==> src/rtl/and_nbm_qualified.sv <==
// -----------------------------------------------------------------------------
// and_nbm_qualified
//
// Qualified N-input AND with per-input inversion. Each raw input is
// synchronised, XORed with a run-time reloadable inversion mask and ANDed into
// a registered unqualified match (raw). The match must persist for HOLD
// consecutive enabled cycles before the qualified level (o) asserts. Loss of
// the match drops o on the next enabled edge, with no filtering. rise and fall
// pulse for the first cycle of each new o level. sticky latches any rise until
// it is cleared.
//
// Ports
//   clk         rising-edge clock
//   reset_n     asynchronous active-low reset
//   en          qualification enable (counter and o freeze when low)
//   i           raw inputs, WIDTH bits
//   inv_load    load inv_value into the inversion mask
//   inv_value   new inversion mask, WIDTH bits
//   sticky_clr  clear the sticky flag (a simultaneous rise wins)
//   o           qualified match level
//   rise        one-cycle pulse on o 0->1
//   fall        one-cycle pulse on o 1->0
//   sticky      set by rise, held until sticky_clr
//   raw         registered unqualified match
//   mask        current inversion mask
// -----------------------------------------------------------------------------
module and_nbm_qualified #(
    parameter int               WIDTH       = 5,
    parameter logic [WIDTH-1:0] INV_MASK    = 5'b01111,
    parameter int               SYNC_STAGES = 2,
    parameter int               HOLD        = 4
) (
    input  logic             clk,
    input  logic             reset_n,
    input  logic             en,
    input  logic [WIDTH-1:0] i,
    input  logic             inv_load,
    input  logic [WIDTH-1:0] inv_value,
    input  logic             sticky_clr,
    output logic             o,
    output logic             rise,
    output logic             fall,
    output logic             sticky,
    output logic             raw,
    output logic [WIDTH-1:0] mask
);

    // Counter only needs to reach HOLD-1, where it saturates.
    localparam int             CW      = (HOLD < 2) ? 1 : $clog2(HOLD + 1);
    localparam logic [CW-1:0]  CNT_MAX = CW'(HOLD - 1);

    logic [WIDTH-1:0] sync_out;
    logic [WIDTH-1:0] term;
    logic [WIDTH-1:0] mask_reg;
    logic             raw_reg;
    logic [CW-1:0]    cnt_reg;
    logic [CW-1:0]    cnt_next;
    logic             o_reg;
    logic             o_next;
    logic             rise_reg;
    logic             fall_reg;
    logic             sticky_reg;

    // -------------------------------------------------------------------------
    // Input synchroniser. With zero stages the raw inputs feed raw_reg
    // directly, so raw_reg is then the only register on the input path.
    // -------------------------------------------------------------------------
    if (SYNC_STAGES == 0) begin : g_nosync
        assign sync_out = i;
    end else begin : g_sync
        logic [SYNC_STAGES-1:0][WIDTH-1:0] stage_reg;

        always_ff @(posedge clk or negedge reset_n) begin
            if (!reset_n) begin
                stage_reg <= '0;
            end else begin
                stage_reg[0] <= i;
                for (int s = 1; s < SYNC_STAGES; s++) begin
                    stage_reg[s] <= stage_reg[s-1];
                end
            end
        end

        assign sync_out = stage_reg[SYNC_STAGES-1];
    end

    // Per-input match term: mask bit 1 means the input is active-low.
    for (genvar gi = 0; gi < WIDTH; gi++) begin : g_term
        assign term[gi] = sync_out[gi] ^ mask_reg[gi];
    end

    // -------------------------------------------------------------------------
    // Next-state logic for the hold counter and qualified level.
    // o_next looks at the counter before it increments, so a match seen at raw
    // on HOLD consecutive enabled edges asserts o on the HOLD-th edge.
    // -------------------------------------------------------------------------
    always_comb begin
        cnt_next = '0;
        if (raw_reg) begin
            cnt_next = (cnt_reg == CNT_MAX) ? cnt_reg : cnt_reg + CW'(1);
        end
        o_next = raw_reg && (cnt_reg >= CNT_MAX);
    end

    // -------------------------------------------------------------------------
    // State registers. inv_load overrides en: it restarts qualification from
    // scratch, so o drops (fall reports it if o was high) and rise stays low.
    // raw_reg keeps using the old mask on the load edge itself.
    // -------------------------------------------------------------------------
    always_ff @(posedge clk or negedge reset_n) begin
        if (!reset_n) begin
            mask_reg   <= INV_MASK;
            raw_reg    <= 1'b0;
            cnt_reg    <= '0;
            o_reg      <= 1'b0;
            rise_reg   <= 1'b0;
            fall_reg   <= 1'b0;
            sticky_reg <= 1'b0;
        end else begin
            raw_reg    <= &term;
            // Set from the registered rise pulse; set beats a concurrent clear.
            sticky_reg <= rise_reg | (sticky_reg & ~sticky_clr);
            if (inv_load) begin
                mask_reg <= inv_value;
                cnt_reg  <= '0;
                o_reg    <= 1'b0;
                rise_reg <= 1'b0;
                fall_reg <= o_reg;
            end else if (en) begin
                cnt_reg  <= cnt_next;
                o_reg    <= o_next;
                rise_reg <= o_next & ~o_reg;
                fall_reg <= ~o_next & o_reg;
            end else begin
                rise_reg <= 1'b0;
                fall_reg <= 1'b0;
            end
        end
    end

    assign o      = o_reg;
    assign rise   = rise_reg;
    assign fall   = fall_reg;
    assign sticky = sticky_reg;
    assign raw    = raw_reg;
    assign mask   = mask_reg;

endmodule

==> config.mk <==
export PLATFORM = sky130hd
export DESIGN_NAME = and_nbm_qualified
export DESIGN_NICKNAME = d
export VERILOG_FILES = /design/src/rtl/and_nbm_qualified.sv
export SDC_FILE = /design/constraint.sdc
export NUM_CORES = 1
export LEC_CHECK = 0
export CAP_MARGIN = 5
export CORE_UTILIZATION = 45
export CTS_BUF_LIST = sky130_fd_sc_hd__clkbuf_16
export CTS_CLUSTER_DIAMETER = 150
export CTS_CLUSTER_SIZE = 28
export DETAILED_ROUTE_END_ITERATION = 10
export PLACE_DENSITY = 0.85
export SYNTH_ARGS = -nofsm -noshare
export SYNTH_HDL_FRONTEND = slang
export SYNTH_SLANG_ARGS = --single-unit
==> constraint.sdc <==
create_clock -name clk -period 1.9 [get_ports clk]
set_input_delay 0.285 -clock clk [delete_from_list [all_inputs] [get_ports clk]]
set_output_delay 0.285 -clock clk [all_outputs]
set_load 0.05 [all_outputs]
Word-level counts from Yosys, hierarchy flattened
Cells that the tools add are included.
Cells by class
  add/subtract/negate cells: 1
  $lt $le $gt $ge: 1
  equality and inequality tests: 2
  multiplexer cells: 10
  bitwise gates (word level): 12
  reductions and logical operators: 4
Operator list (count)
  $mux W3: 4
  $mux W1: 6
  $reduce_and A5 Y1: 1
  $xor A1 B1 Y1: 5
  $add A3 B1 Y3 const B: 1
  $and A1 B1 Y1: 3
  $eq A3 B2 Y1 const B: 1
  $ge A3 B2 Y1 const B: 1
  $ne A3 B3 Y1 const B: 1
  $not A1 Y1: 3
  $reduce_and A2 Y1: 1
  $reduce_bool A2 Y1: 1
  $logic_and A1 B1 Y1: 1
  $or A1 B1 Y1: 1
Word-level totals
  bits in registers: 23
  output and inout bits: 10
  logic and storage cells: 39

Logic depth before layout (Yosys ltp)
  depth in word-level cells: 6
  gate-level depth with buffers: 5
  gate-level depth less buffers: 5

Worst setup path before layout
No wires, ideal clock.
  path type: reg2reg
  start point: reg cnt_reg[0]
  end point: reg fall_reg, in the netlist fall
  library setup time: 0.068 ns
  arrival: 1.281 ns
  data required time: 1.832 ns
  path slack: 0.551 ns
  cell stages (with the launch flop): 6
  clock period less this slack: 1.349 ns
  cells stage by stage: dfrtp_1 -> ha_1 -> ha_1 -> a211oi_1 -> or2_4 -> and3b_1
Between the ends
  cells in the longest elaborated chain, start to end: 6
RTL lines
  from (decl): RTL line 56  | logic [CW-1:0] cnt_reg;
  from (signal assigned): RTL line 130  | cnt_reg <= cnt_next;
  $ge A3 B2 Y1: RTL line 102  | o_next = raw_reg && (cnt_reg >= CNT_MAX);
  $logic_and A1 B1 Y1: RTL line 102
  $not A1 Y1: RTL line 133  | fall_reg <= ~o_next & o_reg;
  $and A1 B1 Y1: RTL line 133
  $mux W1: RTL line 129  | end else if (en) begin
  $mux W1: RTL line 123  | if (inv_load) begin
  to (signal assigned): RTL line 128  | fall_reg <= o_reg;
  to (signal assigned): RTL line 133
  to (decl): RTL line 61  | logic fall_reg;
No other way between the ends.
A chain may end at the register's enable or synchronous reset.

Worst setup path after layout
  start point: reg o_reg, in the netlist o
  end point: out o
RTL lines
  from (decl): RTL line 58  | logic o_reg;
  from (signal assigned): RTL line 131  | o_reg <= o_next;
  to (decl): RTL line 40  | output logic o,
No word-level cell between the ends.

==> summary.txt <==
Outcome
  – Status: finished, final reports clean

Synth
  – Netlist cell types: 24
  – Top cell type's share of synthesized area: 0.543
  – Post-synthesis cell count: 61
  – Leading area contributor after synthesis: dfrtp_1
  – Synthesized area: 876 um^2
  – Register area share after synthesis: 0.663
  – #FFs+latches synth: 23
  – Post-Syn Nets: 78
  – Synth area leaders: dfrtp_1, dfstp_2, mux2_2, xor2_1, ha_1
  – Synthesis warning total: 0
  – Average cell area after synthesis: 14.4 um^2

Drt
  – # DRC: 0
  – Vias: 553
  – WL/cell: 12.1 um
  – Final wirelength: 1.40 mm
  – Routed Antenna Nets: 0
  – First-pass iteration count of the detailed router: 2
  – Vias per inst: 4.81
  – DR iter-0 viols: 1

STA
  – Slew HR: 0.664
  – Worst-margin pin slew: 503 ps
  – Crit path time final: 1760 ps
  – Final Hold Violating Endpoints: 0
  – Setup TNS: 0 ps
  – Final Skew: 3.29 ps
  – Period utilization: 0.926
  – Final setup violation count: 0
  – Final WS setup: 140 ps
  – Fmax: 568 MHz
  – Unrepaired setup endpoints after global routing: no
  – Slew Limit Fails: 0

Placed design
  – Pre-CTS setup slack: 377 ps
  – Post-placement cell count: 111
  – Hpwl dp: 1.09 mm
  – Port bufs: 24
  – Post-placement cell area: 0.00114 mm^2
  – GP Congestion: 0.801

Final layout
  – Design area: 0.00122 mm^2
  – Area Growth Syn to Fin: 39.1%
  – # fillers: 124
  – Antenna diode count: 0
  – Final nets: 108
  – Finished Layout Cells: 115
  – Fraction of layout cells with a size suffix above 1: 0.267
  – Commonest cells after routing, fill and taps aside: dfrtp_1, clkdlybuf4s50_1, buf_4

Worst setup path
  – Flop-to-flop setup slack: 410 ps
  – WP data required: 1620 ps
  – R2r startpoint: cnt_reg[0]
  – CP Launch Point: o
  – Crit end category: output pin
  – Critical path buffer and inverter count: 1
  – Arr. time, crit path: 1480 ps
  – Reg2reg end: cnt_reg[1]
  – Worst r2r path cells: 5
  – CP top delay family: buffers and inverters
  – Max incr delay on CP: 820 ps
  – Path length in cells of the critical path: 1
  – Worst setup SP type: flop
  – Slowest stage cell, crit path: clkdlybuf4s50_1
  – Crit path to: o
  – Worst-path maximum fanout: 4
  – Crit-path cells: clkdlybuf4s50_1
  – Worst Setup Path Type: reg -> out

Global route
  – Number of global-route vias before repair: 608
  – Initial antenna violation count: 0
  – Largest net degree at the start of global routing: 24
  – GRT Residual Overflow: 0
  – First-pass GRT wire length: 2.35 mm
  – Total track usage: 0.168

Floorplan
  – DIE AREA: 0.00213 mm^2
  – Starting density of the core: 0.491
  – Io pins: 25
  – Die height: 46.1 um
  – Row count: 15
  – Chip Width: 46.1 um
  – CORE AREA: 0.00178 mm^2

Flow run
  – Max-cap viol count: 0

CTS
  – Clk buf depth: 2
  – Root Buffer: clkbuf_16
  – Worst-path clk slew: 60 ps
  – Post-CTS resize count: 0
  – CTS Buf Count: 3
  – Clock Latency Late Sink: 250 ps
  – Hold_buf cts: 0
  – CTS tree: yes
  – Max H-tree Level: 1
  – Postcts setup bufs: 0
  – CTS Sinks: 23

Power and ir drop
  – Leak Pwr: 0.000546 uW
  – Worst VDD drop: 0.834 mV
  – PwrDens: 918 mW/mm^2
  – Power Total: 1120 uW

Min path
  – Hold Path Class: reg -> reg
==> layout make-up <==
cell class                 instances  area (um^2)  share of cell area
sequential                        23          581               0.476
timing repair buffer              26          243               0.199
tap                               25         31.3              0.0257
clock inverter                     1         5.00             0.00411
clock buffer                       3         75.1              0.0616
inverter                           2         7.51             0.00616
multi-input combinational         35          277               0.227
==> metrics by stage <==
| stage | util | hold WS, ps |
|---|---|---|
| floorplan | - | -10.6 |
| global placement | 0.639 | 333 |
| detailed placement | 0.639 | 336 |
| CTS | 0.684 | 349 |
| global route | 0.684 | 359 |
| finish | 0.684 | 348 |
==> where the power goes <==
group	switching [uW]	total [uW]	internal (uW)
registers	16.0	536	520
logic	74.1	140	66.1
clock network	161	443	282
==> cells in the mapped netlist (all sizes together) <==
cell type   n
dfrtp      19
mux2        5
dfstp       4
nand2       3
nor2        3
o21ai       3
xor2        3
a21oi       2
and3b       2
ha          2
inv         2
nor3b       2
xnor2       2
a211oi      1
a21bo       1
a21o        1
a32oi       1
buf         1
nand2b      1
nand3       1
nor3        1
or2         1
==> worst register-to-register path, delay by kind of cell (launching register included) <==
family | cells | cell delay [ps]
flip-flops | 1 | 410
AND/OR/NAND/NOR | 1 | 230
AO/OA/AOI/OAI | 2 | 280
adder cells (fa/ha/maj) | 2 | 460
==> worst min path at each step <==
stage | startpoint | end | slack (ps) | cells past startpoint
after floorplan | reset_n | cnt_reg[0] | -10 | 0
after global placement | g_sync.stage_reg[2] | sync_out[2] | 330 | 0
after detailed placement | g_sync.stage_reg[1] | sync_out[1] | 340 | 0
after CTS | g_sync.stage_reg[1] | sync_out[1] | 350 | 0
after global routing | g_sync.stage_reg[4] | sync_out[4] | 360 | 0
final | g_sync.stage_reg[4] | sync_out[4] | 350 | 0
==> routing by layer <==
layer | global-route usage | vias to the layer above | part of all wire
met5 | 0 | - | 0
met4 | 0.153 | 0 | 0.037
met3 | 0.0431 | 6 | 0.047
met2 | 0.293 | 22 | 0.54
met1 | 0.158 | 260 | 0.38
li1 | - | 265 | -
==> logic make-up after synthesis <==
family                   after synthesis  share of synthesized area
adder cells (fa/ha/maj)                2                     0.0286
AND/OR/NAND/NOR                       14                      0.106
XOR/XNOR                               5                     0.0500
AO/OA/AOI/OAI                          9                     0.0671
flip-flops                            23                      0.663
buffers and inverters                  3                     0.0214
multiplexers                           5                     0.0643
Note: power is estimated with default switching activity, not from simulation.
